$ cat src/rtl/tempo_sequencer.sv
// Tempo-scaled playback scheduler: STOP/PLAY/PAUSE control, beat prescaler and note address.
// Optional SPEED_WRAP_EN: tempo level wraps 3->1 / 1->3 instead of saturating.
module tempo_sequencer #(
  parameter int ADDR_W    = 9,
  parameter int SONG_LEN  = 512,
  parameter int BASE_DIV  = 22,
  parameter int LED_SHIFT = 2
) (
  input  logic              clk,
  input  logic              rst,
  input  logic              play_pause_i,
  input  logic              stop_i,
  input  logic              speed_up_i,
  input  logic              speed_down_i,
  input  logic              loop_en_i,
  output logic [ADDR_W-1:0] beat_addr_o,
  output logic              beat_tick_o,
  output logic              led_tick_o,
  output logic              song_done_o,
  output logic [1:0]        state_o,
  output logic [1:0]        speed_o
);

  // state    | meaning
  // ST_STOP  | idle, address rewound, prescaler held at 0
  // ST_PLAY  | prescaler running, beats advance
  // ST_PAUSE | prescaler and address frozen
  typedef enum logic [1:0] {
    ST_STOP  = 2'd0,
    ST_PLAY  = 2'd1,
    ST_PAUSE = 2'd2
  } state_e;

  // Prescaler wide enough for the slowest period, 2^(BASE_DIV+1).
  localparam int              CW        = BASE_DIV + 1;
  localparam logic [CW-1:0]   TC_SLOW   = {CW{1'b1}};
  localparam logic [CW-1:0]   TC_NORM   = TC_SLOW >> 1;
  localparam logic [CW-1:0]   TC_FAST   = TC_SLOW >> 2;
  localparam logic [ADDR_W-1:0] LAST_ADDR = ADDR_W'(SONG_LEN - 1);

`ifdef SPEED_WRAP_EN
  localparam logic [1:0] SPD_ABOVE_TOP = 2'd1;
  localparam logic [1:0] SPD_BELOW_BOT = 2'd3;
`else
  localparam logic [1:0] SPD_ABOVE_TOP = 2'd3;
  localparam logic [1:0] SPD_BELOW_BOT = 2'd1;
`endif

  state_e            state_q, state_d;
  logic [1:0]        speed_q, speed_d;
  logic [CW-1:0]     presc_q, presc_d, term_cnt;
  logic [ADDR_W-1:0] addr_q, addr_d, next_addr;
  logic              tick_q, tick_d;
  logic              led_q, led_d;
  logic              done_q, done_d;
  logic              terminal, last_beat;

  always_comb begin
    case (speed_q)
      2'd1:    term_cnt = TC_SLOW;
      2'd3:    term_cnt = TC_FAST;
      default: term_cnt = TC_NORM;
    endcase
  end

  // A control strobe in the same cycle takes precedence over the beat.
  assign terminal  = (state_q == ST_PLAY) && !stop_i && !play_pause_i && (presc_q == term_cnt);
  assign last_beat = (addr_q == LAST_ADDR);
  assign next_addr = last_beat ? '0 : addr_q + ADDR_W'(1);

  always_ff @(posedge clk or posedge rst) begin
    if (rst) begin
      state_q <= ST_STOP;
      speed_q <= 2'd2;
      presc_q <= '0;
      addr_q  <= '0;
      tick_q  <= 1'b0;
      led_q   <= 1'b0;
      done_q  <= 1'b0;
    end else begin
      state_q <= state_d;
      speed_q <= speed_d;
      presc_q <= presc_d;
      addr_q  <= addr_d;
      tick_q  <= tick_d;
      led_q   <= led_d;
      done_q  <= done_d;
    end
  end

  always_comb begin
    state_d = state_q;
    if (stop_i) begin
      state_d = ST_STOP;
    end else if (play_pause_i) begin
      case (state_q)
        ST_STOP:  state_d = ST_PLAY;
        ST_PLAY:  state_d = ST_PAUSE;
        ST_PAUSE: state_d = ST_PLAY;
        default:  state_d = ST_STOP;
      endcase
    end else if (terminal && last_beat && !loop_en_i) begin
      state_d = ST_STOP;
    end
  end

  always_comb begin
    speed_d = speed_q;
    if (speed_up_i && !speed_down_i) begin
      speed_d = (speed_q == 2'd3) ? SPD_ABOVE_TOP : speed_q + 2'd1;
    end else if (speed_down_i && !speed_up_i) begin
      speed_d = (speed_q == 2'd1) ? SPD_BELOW_BOT : speed_q - 2'd1;
    end
  end

  always_comb begin
    presc_d = presc_q;
    addr_d  = addr_q;
    tick_d  = 1'b0;
    led_d   = 1'b0;
    done_d  = 1'b0;
    if (stop_i) begin
      presc_d = '0;
      addr_d  = '0;
    end else if (terminal) begin
      presc_d = '0;
      addr_d  = next_addr;
      tick_d  = 1'b1;
      led_d   = (next_addr[LED_SHIFT-1:0] == '0);
      done_d  = last_beat && !loop_en_i;
    end else if ((state_q == ST_PLAY) && !play_pause_i) begin
      presc_d = presc_q + CW'(1);
    end
    // Any real tempo change restarts the current beat period.
    if (speed_d != speed_q) presc_d = '0;
  end

  assign beat_addr_o = addr_q;
  assign beat_tick_o = tick_q;
  assign led_tick_o  = led_q;
  assign song_done_o = done_q;
  assign state_o     = state_q;
  assign speed_o     = speed_q;

endmodule

$ cat config.mk
export PLATFORM = sky130hd
export DESIGN_NAME = tempo_sequencer
export DESIGN_NICKNAME = d
export VERILOG_FILES = /design/src/rtl/tempo_sequencer.sv
export SDC_FILE = /design/constraint.sdc
export NUM_CORES = 1
export LEC_CHECK = 0
export CORE_ASPECT_RATIO = 0.75
export CORE_MARGIN = 5
export CORE_UTILIZATION = 49
export CTS_CLUSTER_DIAMETER = 100
export DETAILED_ROUTE_END_ITERATION = 6
export PLACE_DENSITY_LB_ADDON = 0.08
export SLEW_MARGIN = 20
export SYNTH_ARGS = -nofsm -noshare
export SYNTH_HDL_FRONTEND = slang
export SYNTH_SLANG_ARGS = --single-unit
$ cat constraint.sdc
create_clock -name clk -period 2.8 [get_ports clk]
set_clock_uncertainty 0.15 [all_clocks]
set_input_delay 0.42 -clock clk [delete_from_list [all_inputs] [get_ports clk]]
set_output_delay 0.42 -clock clk [all_outputs]
set_load 0.03 [all_outputs]
==> metrics.txt, run 1 <==
period utilisation layout between 90% and 100%; syn_nets 234; Synth Flop Type dfrtp_1; post_cts resized 0; # IOs 23; ys async rst share 100%; VDD IR max 0.257 mV; IO Port Bufs 22; DP Area 2440 um2; post-DP HPWL 3050 um; RSZ-0062 raised after global routing no; endpoint class of the critical path flip-flop; Fin Setup TNS 0 ps; slowest stage delay, CP 560 ps; post-synthesis sequential area ratio between 40 and 50%; worst-case reg-to-reg path depth 7; post-CTS setup buffers 0; WP buf/inv 0; ant diodes 0; starting density of the core 51.5%; Design Area, Final about 2500 um2; Worst Hold Class flip-flop to flip-flop; Synth top cells by count dfrtp_1, nor2_1, nand2_1; Total GRT Usage 17.2%; vias in the first global route ~1600; CTS tree built; final worst setup slack 240 ps; synthesized area per cell roughly 9.6 um2; kind of critical path flip-flop to flip-flop; LEAKAGE between 1 and 1.5 nW; instance count on the critical path 7; Layout fillers 380; status finished clean; post-synthesis sequential element count 39; CP Max Fanout 14; Routed Antenna Nets 0; Longest Clk Path Bufs 2; htree depth 2; cts hold-fix bufs 0; Syn Inst Count 220; pre-CTS worst setup slack 99.7 ps; Via Count 1650; Reg clk slew, reported paths 70 ps; clock period minus worst slack 2560 ps; Post-Syn Area 2110 um2; internal reg-to-reg setup slack 240 ps; CP cell instances ha_1, and3_1, and3_1, and3_1, ha_1, or4b_1, a21oi_1; final hold vios 0; share of cells above drive strength 1 9.13%; WHS 363 ps; Pwr Density 465 nW/um2; Routed WL 4300 um; WHS Path Cells 2; leading area contributor after synthesis dfrtp_1; final core utilization 61.7%; WP data required around 2900 ps; top-area cell type share of the netlist area 45.0%; Rel. slew slack 66.8%; Final setup viols 0; most frequent cell after synthesis dfrtp_1; CTS sink count 39; CP delay by family, top simple AND/OR/NAND/NOR gates; Max-Cap Viols 0; worst-margin pin slew between 400 and 500 ps; area delta synth->final 19.8%; arrival time worst endpoint 2630 ps; Cell Rows 20; WL per Instance 14.0 um; Die ar. 5740 um2; critical path's most frequent cell and3_1; Max Freq slightly below 400 MHz; core box area 4100 um2; Synth cell types 39; Die Width 85.9 um; Clock Latency Late Sink 290 ps; Residual DRC 0; Yosys Warn Count 0; Post-synth EDFFs 0; first-pass GRT wire length 7820 um; grt ovf 0; Synth area leaders dfrtp_1, xor2_1, nor2_1; critical path launch point type flip-flop; Root Driver clkbuf_8; Pre-antenna DRT Iters 5; chip height 66.9 um; max-slew violation count 0; # nets final roughly 270; DRT iter0 DRCs 79; largest net degree at the start of global routing 40; via/cell ratio 5.37; TritonCTS Buffers 5; routability cong. roughly 0.76; Worst path slowest cell or4b_1; initial antenna violation count 0
## per-layer routing
| layer | GRT usage, % | wire (um) | up-vias |
|---|---|---|---|
| met4 | 5.34 | 45 | 0 |
| met5 | 0 | 0 | - |
| li1 | - | - | 827 |
| met1 | 24.6 | 2180 | 779 |
| met2 | 25.6 | 1920 | 37 |
| met3 | 4.33 | 156 | 7 |
## cells by family after synthesis
logic type | share of synthesized area, %
flops | 46.2
simple gates | 28.4
mux | 1.48
buf+inv | 2.66
xor+xnor | 8.70
fa+ha+maj | 4.14
compound gates | 8.40
## per-stage QoR
step	total power, mW	std cells
final	1.18	307
after CTS	1.19	307
after global placement	0.799	299
after detailed placement	0.799	299
after global routing	1.25	307
after floorplan	0.729	220
## sequential cells by signal, indices dropped and copies added (netlist names)
name / flops
beat_tick_o: 1
beat_addr_o: 9
presc_q: 23
song_done_o: 1
state_o: 2
led_tick_o: 1
speed_o: 2
## layout by cell type (no fill, tap or decap), types with 3 or more instances in the layout
| cell | instances |
|---|---|
| xnor2_1 | 6 |
| nor2b_1 | 3 |
| nor2_1 | 33 |
| or4b_1 | 5 |
| nand4_1 | 8 |
| and3_1 | 6 |
| nand2_1 | 19 |
| o21ai_0 | 8 |
| a31oi_1 | 4 |
| a21oi_1 | 9 |
| nor3_1 | 3 |
| buf_4 | 9 |
| clkbuf_8 | 6 |
| nand3_1 | 10 |
| ha_1 | 7 |
| nand2b_1 | 6 |
| inv_1 | 7 |
| dfrtp_1 | 38 |
| clkdlybuf4s50_1 | 22 |
| xor2_1 | 15 |
## report_power, final
| part | total, mW | switching, mW | internal, mW |
|---|---|---|---|
| Clock | 0.392 | 0.193 | 0.199 |
| Sequential | 0.596 | 0.0187 | 0.577 |
| Combinational | 0.190 | 0.107 | 0.0832 |
| Total | 1.18 | 0.318 | 0.859 |
## path summary, 6_finish.rpt
| path | start | to |
|---|---|---|
| min | speed_o[1]$_DFF_PP1_ | speed_o[1]$_DFF_PP1_ |
| max | beat_addr_o[0]$_DFFE_PP0P_ | beat_addr_o[5]$_DFFE_PP0P_ |
| max in group asynchronous | rst | speed_o[1]$_DFF_PP1_ |
| min reg2reg | speed_o[1]$_DFF_PP1_ | speed_o[1]$_DFF_PP1_ |
| min in group asynchronous | rst | presc_q[13]$_DFFE_PP0P_ |
| max reg2reg | beat_addr_o[0]$_DFFE_PP0P_ | beat_addr_o[5]$_DFFE_PP0P_ |
## cell type report
class | count | area [um2] | share of cell area, %
repair buffers | 31 | 288 | 11.4
well taps | 55 | 68.8 | 2.72
flip-flops and latches | 39 | 977 | 38.6
clock buffers | 7 | 86.3 | 3.41
clock inverters | 1 | 5.00 | 0.198
multi-input cells | 167 | 1080 | 42.7
inverters | 7 | 26.3 | 1.04
## worst register-to-register path, stage by stage (launching register included)
cell     delay [ps]
dfrtp_1         450
ha_1            250
and3_1          210
and3_1          200
and3_1          180
ha_1            330
or4b_1          560
a21oi_1         150
Power figures use the tool's default switching activity.
==> run 2, diff against run 1 <==
Settings changed: CORE_ASPECT_RATIO 0.75 to 0.6, CORE_MARGIN 5 to 2, DONT_BUFFER_PORTS from default to 1.
==> run 2 against run 1 <==
- hold slack got worse by 330 ps
- wire length rose by 2.1%
- sequential power hardly changed
- clock power grew 24%
- largest power group unchanged
- setup slack gained 48 ps
- register-to-register slack improved by 50 ps
- first-iteration DRC count increased by 19%
- highest routed layer unchanged
- flip-flop and latch count is the same
- clock-buffer cell count is 1 lower
- core utilization fell by 3.7 points
==> metrics.txt, run 2 (synthesis results as in run 1) <==
area delta synth->final 13.0%; slowest stage delay, CP 600 ps (+40 ps); CP cell instances inv_1, ha_1, xor2_1, nor3_1, buf_4, nand4_4, or4_1, a21oi_1; pre-CTS worst setup slack 318 ps (+218 ps); met2 usage 29.2% (+3.6 points); CTS tree built; Largest register FFs 23 (unchanged); TritonCTS Buffers 5 (unchanged); Worst Hold Class input port to flip-flop; clock period minus worst slack 2510 ps (-48.3 ps); busiest grt layer met2; arrival time worst endpoint 2590 ps (-40 ps); starting density of the core 51.3% (-0.22 points); Final setup viols 0 (unchanged); htree depth 2 (unchanged); Longest Clk Path Bufs 2 (unchanged); LEAKAGE 1.06 nW (-3.1%); Rel. slew slack 40.8% (-26 points); Root Driver clkbuf_8; first-pass GRT wire length 6910 um (-12%); # IOs 23 (unchanged); post-CTS setup buffers 0 (unchanged); final worst setup slack 288 ps (+48.3 ps); IO Port Bufs 0 (-100%); CP endpoint beat_addr_o[3]$_DFFE_PP0P_; commonest non-fill, non-tap cell in the layout dfrtp_1; kind of critical path flip-flop to flip-flop; Top reg by flops presc_q; Routed Antenna Nets 0 (unchanged); cts hold-fix bufs 0 (unchanged); core box area 4120 um2 (+0.43%); Total GRT Usage 19.3% (+2.0 points); WL per Instance 14.8 um (+5.9%); routability cong. 0.849 (+12%); period utilisation layout 89.7% (-1.7 points); Critical R2R Launch speed_o[1]$_DFF_PP1_; Residual DRC 0 (unchanged); Clock Latency Late Sink 300 ps (about the same); most frequent cells in the layout dfrtp_1, nor2_1, nand2_1, xor2_1, buf_4; CP Max Fanout 19 (+5); Tot Pwr 1.26 mW (+6.9%); DRT iter0 DRCs 94 (+19%); Pre-antenna DRT Iters 6 (+1); placed instance count 288 (-3.7%); max-slew violation count 0 (unchanged); post-DP HPWL 3190 um (+4.7%); Cell Rows 18 (-10%); worst-margin pin slew 887 ps (+390 ps); post_cts resized 0 (unchanged); grt ovf 0 (unchanged); endpoint class of the critical path flip-flop; critical path launch point type flip-flop; WHS 32.8 ps (-330 ps); Worst path slowest cell dfstp_2; WP data required 2870 ps (about the same); largest net degree at the start of global routing 24 (-40%); Reg clk slew, reported paths 70 ps (about the same); chip height 54.9 um (-18%); initial antenna violation count 0 (unchanged); worst-case reg-to-reg path depth 8 (+1); reg2reg end beat_addr_o[3]$_DFFE_PP0P_; ant diodes 0 (unchanged); internal reg-to-reg setup slack 290 ps (+50 ps); # nets final 249 (-6.0%); RSZ-0062 raised after global routing no; Pwr Density 527 nW/um2 (+13%); Die Width 88.8 um (+3.4%); GR Layer Usage met3 4.98% (+0.65 points); Max Freq 398 MHz (+1.9%); Die ar. 4870 um2 (-15%); met1 track demand over resource 27.0% (+2.4 points); Fin Setup TNS 0 ps (unchanged); CTS sink count 39 (unchanged); Finished Layout Cells 296 (-3.6%); Routed WL 4390 um (+2.1%); VDD IR max 0.229 mV (-11%); share of cells above drive strength 1 12.7% (+3.6 points); CP startpoint speed_o[1]$_DFF_PP1_; Max-Cap Viols 0 (unchanged); status finished clean; Via Count 1647 (-0.18%); via/cell ratio 5.56 (+3.5%); vias in the first global route 1470 (-11%); final hold vios 0 (unchanged)
==> run 2: cell count changes in the layout (fill, tap and decap cells not counted), sizes merged <==
| cell | change |
|---|---|
| buf | +6 |
| clkbuf | -1 |
| clkdlybuf4s50 | -22 |
| bufinv | +1 |
==> run 2: layer usage <==
| layer | share of wire [%] | up-vias |
|---|---|---|
| met3 | 3.5 | 7 |
| li1 | - | 804 |
| met4 | 1.2 | 0 |
| met2 | 45 | 23 |
| met5 | 0 | - |
| met1 | 51 | 813 |
==> run 2: worst min path at each step <==
stage,depth (start not counted),slack [ps],startpoint,endpoint
after floorplan,2,350,presc_q[15]$_DFFE_PP0P_,presc_q[15]$_DFFE_PP0P_
after global placement,1,340,stop_i,beat_addr_o[6]$_DFFE_PP0P_
after detailed placement,1,340,stop_i,beat_addr_o[7]$_DFFE_PP0P_
after CTS,1,20,stop_i,beat_addr_o[4]$_DFFE_PP0P_
after global routing,1,20,stop_i,beat_addr_o[6]$_DFFE_PP0P_
final,1,30,stop_i,beat_addr_o[6]$_DFFE_PP0P_
==> run 2: cell type report <==
class / instances / area [um2]
repair buffers: 15 / 113
well taps: 60 / 75.1
clock buffers: 6 / 82.6
clock inverters: 2 / 35.0
inverters: 7 / 26.3
fillers: 362 / 1730
flip-flops and latches: 39 / 977
multi-input cells: 167 / 1080
==> run 2: critical path, delay by kind of cell, from the launching register on <==
family	cells	cell delay, ps
xor gates and xnor gates	1	150
adders and majority gates	1	220
AOI/OAI and AO/OA	1	150
DFF	1	600
buffers and inverters	2	260
and+or+nand+nor	3	930
==> run 2: power by group <==
part	internal [mW]	leakage, nW	switching, mW
logic	0.0702	0.462	0.102
registers	0.577	0.538	0.0210
clock network	0.288	0.0612	0.200
==> run 2: stage by stage <==
step           cell area [um2]  util, %
4_1_cts                   2390     58.0
6_report                  2390     58.0
2_1_floorplan             2110        -
3_3_place_gp              2270     55.1
3_5_place_dp              2270     55.1
5_1_grt                   2390     58.0
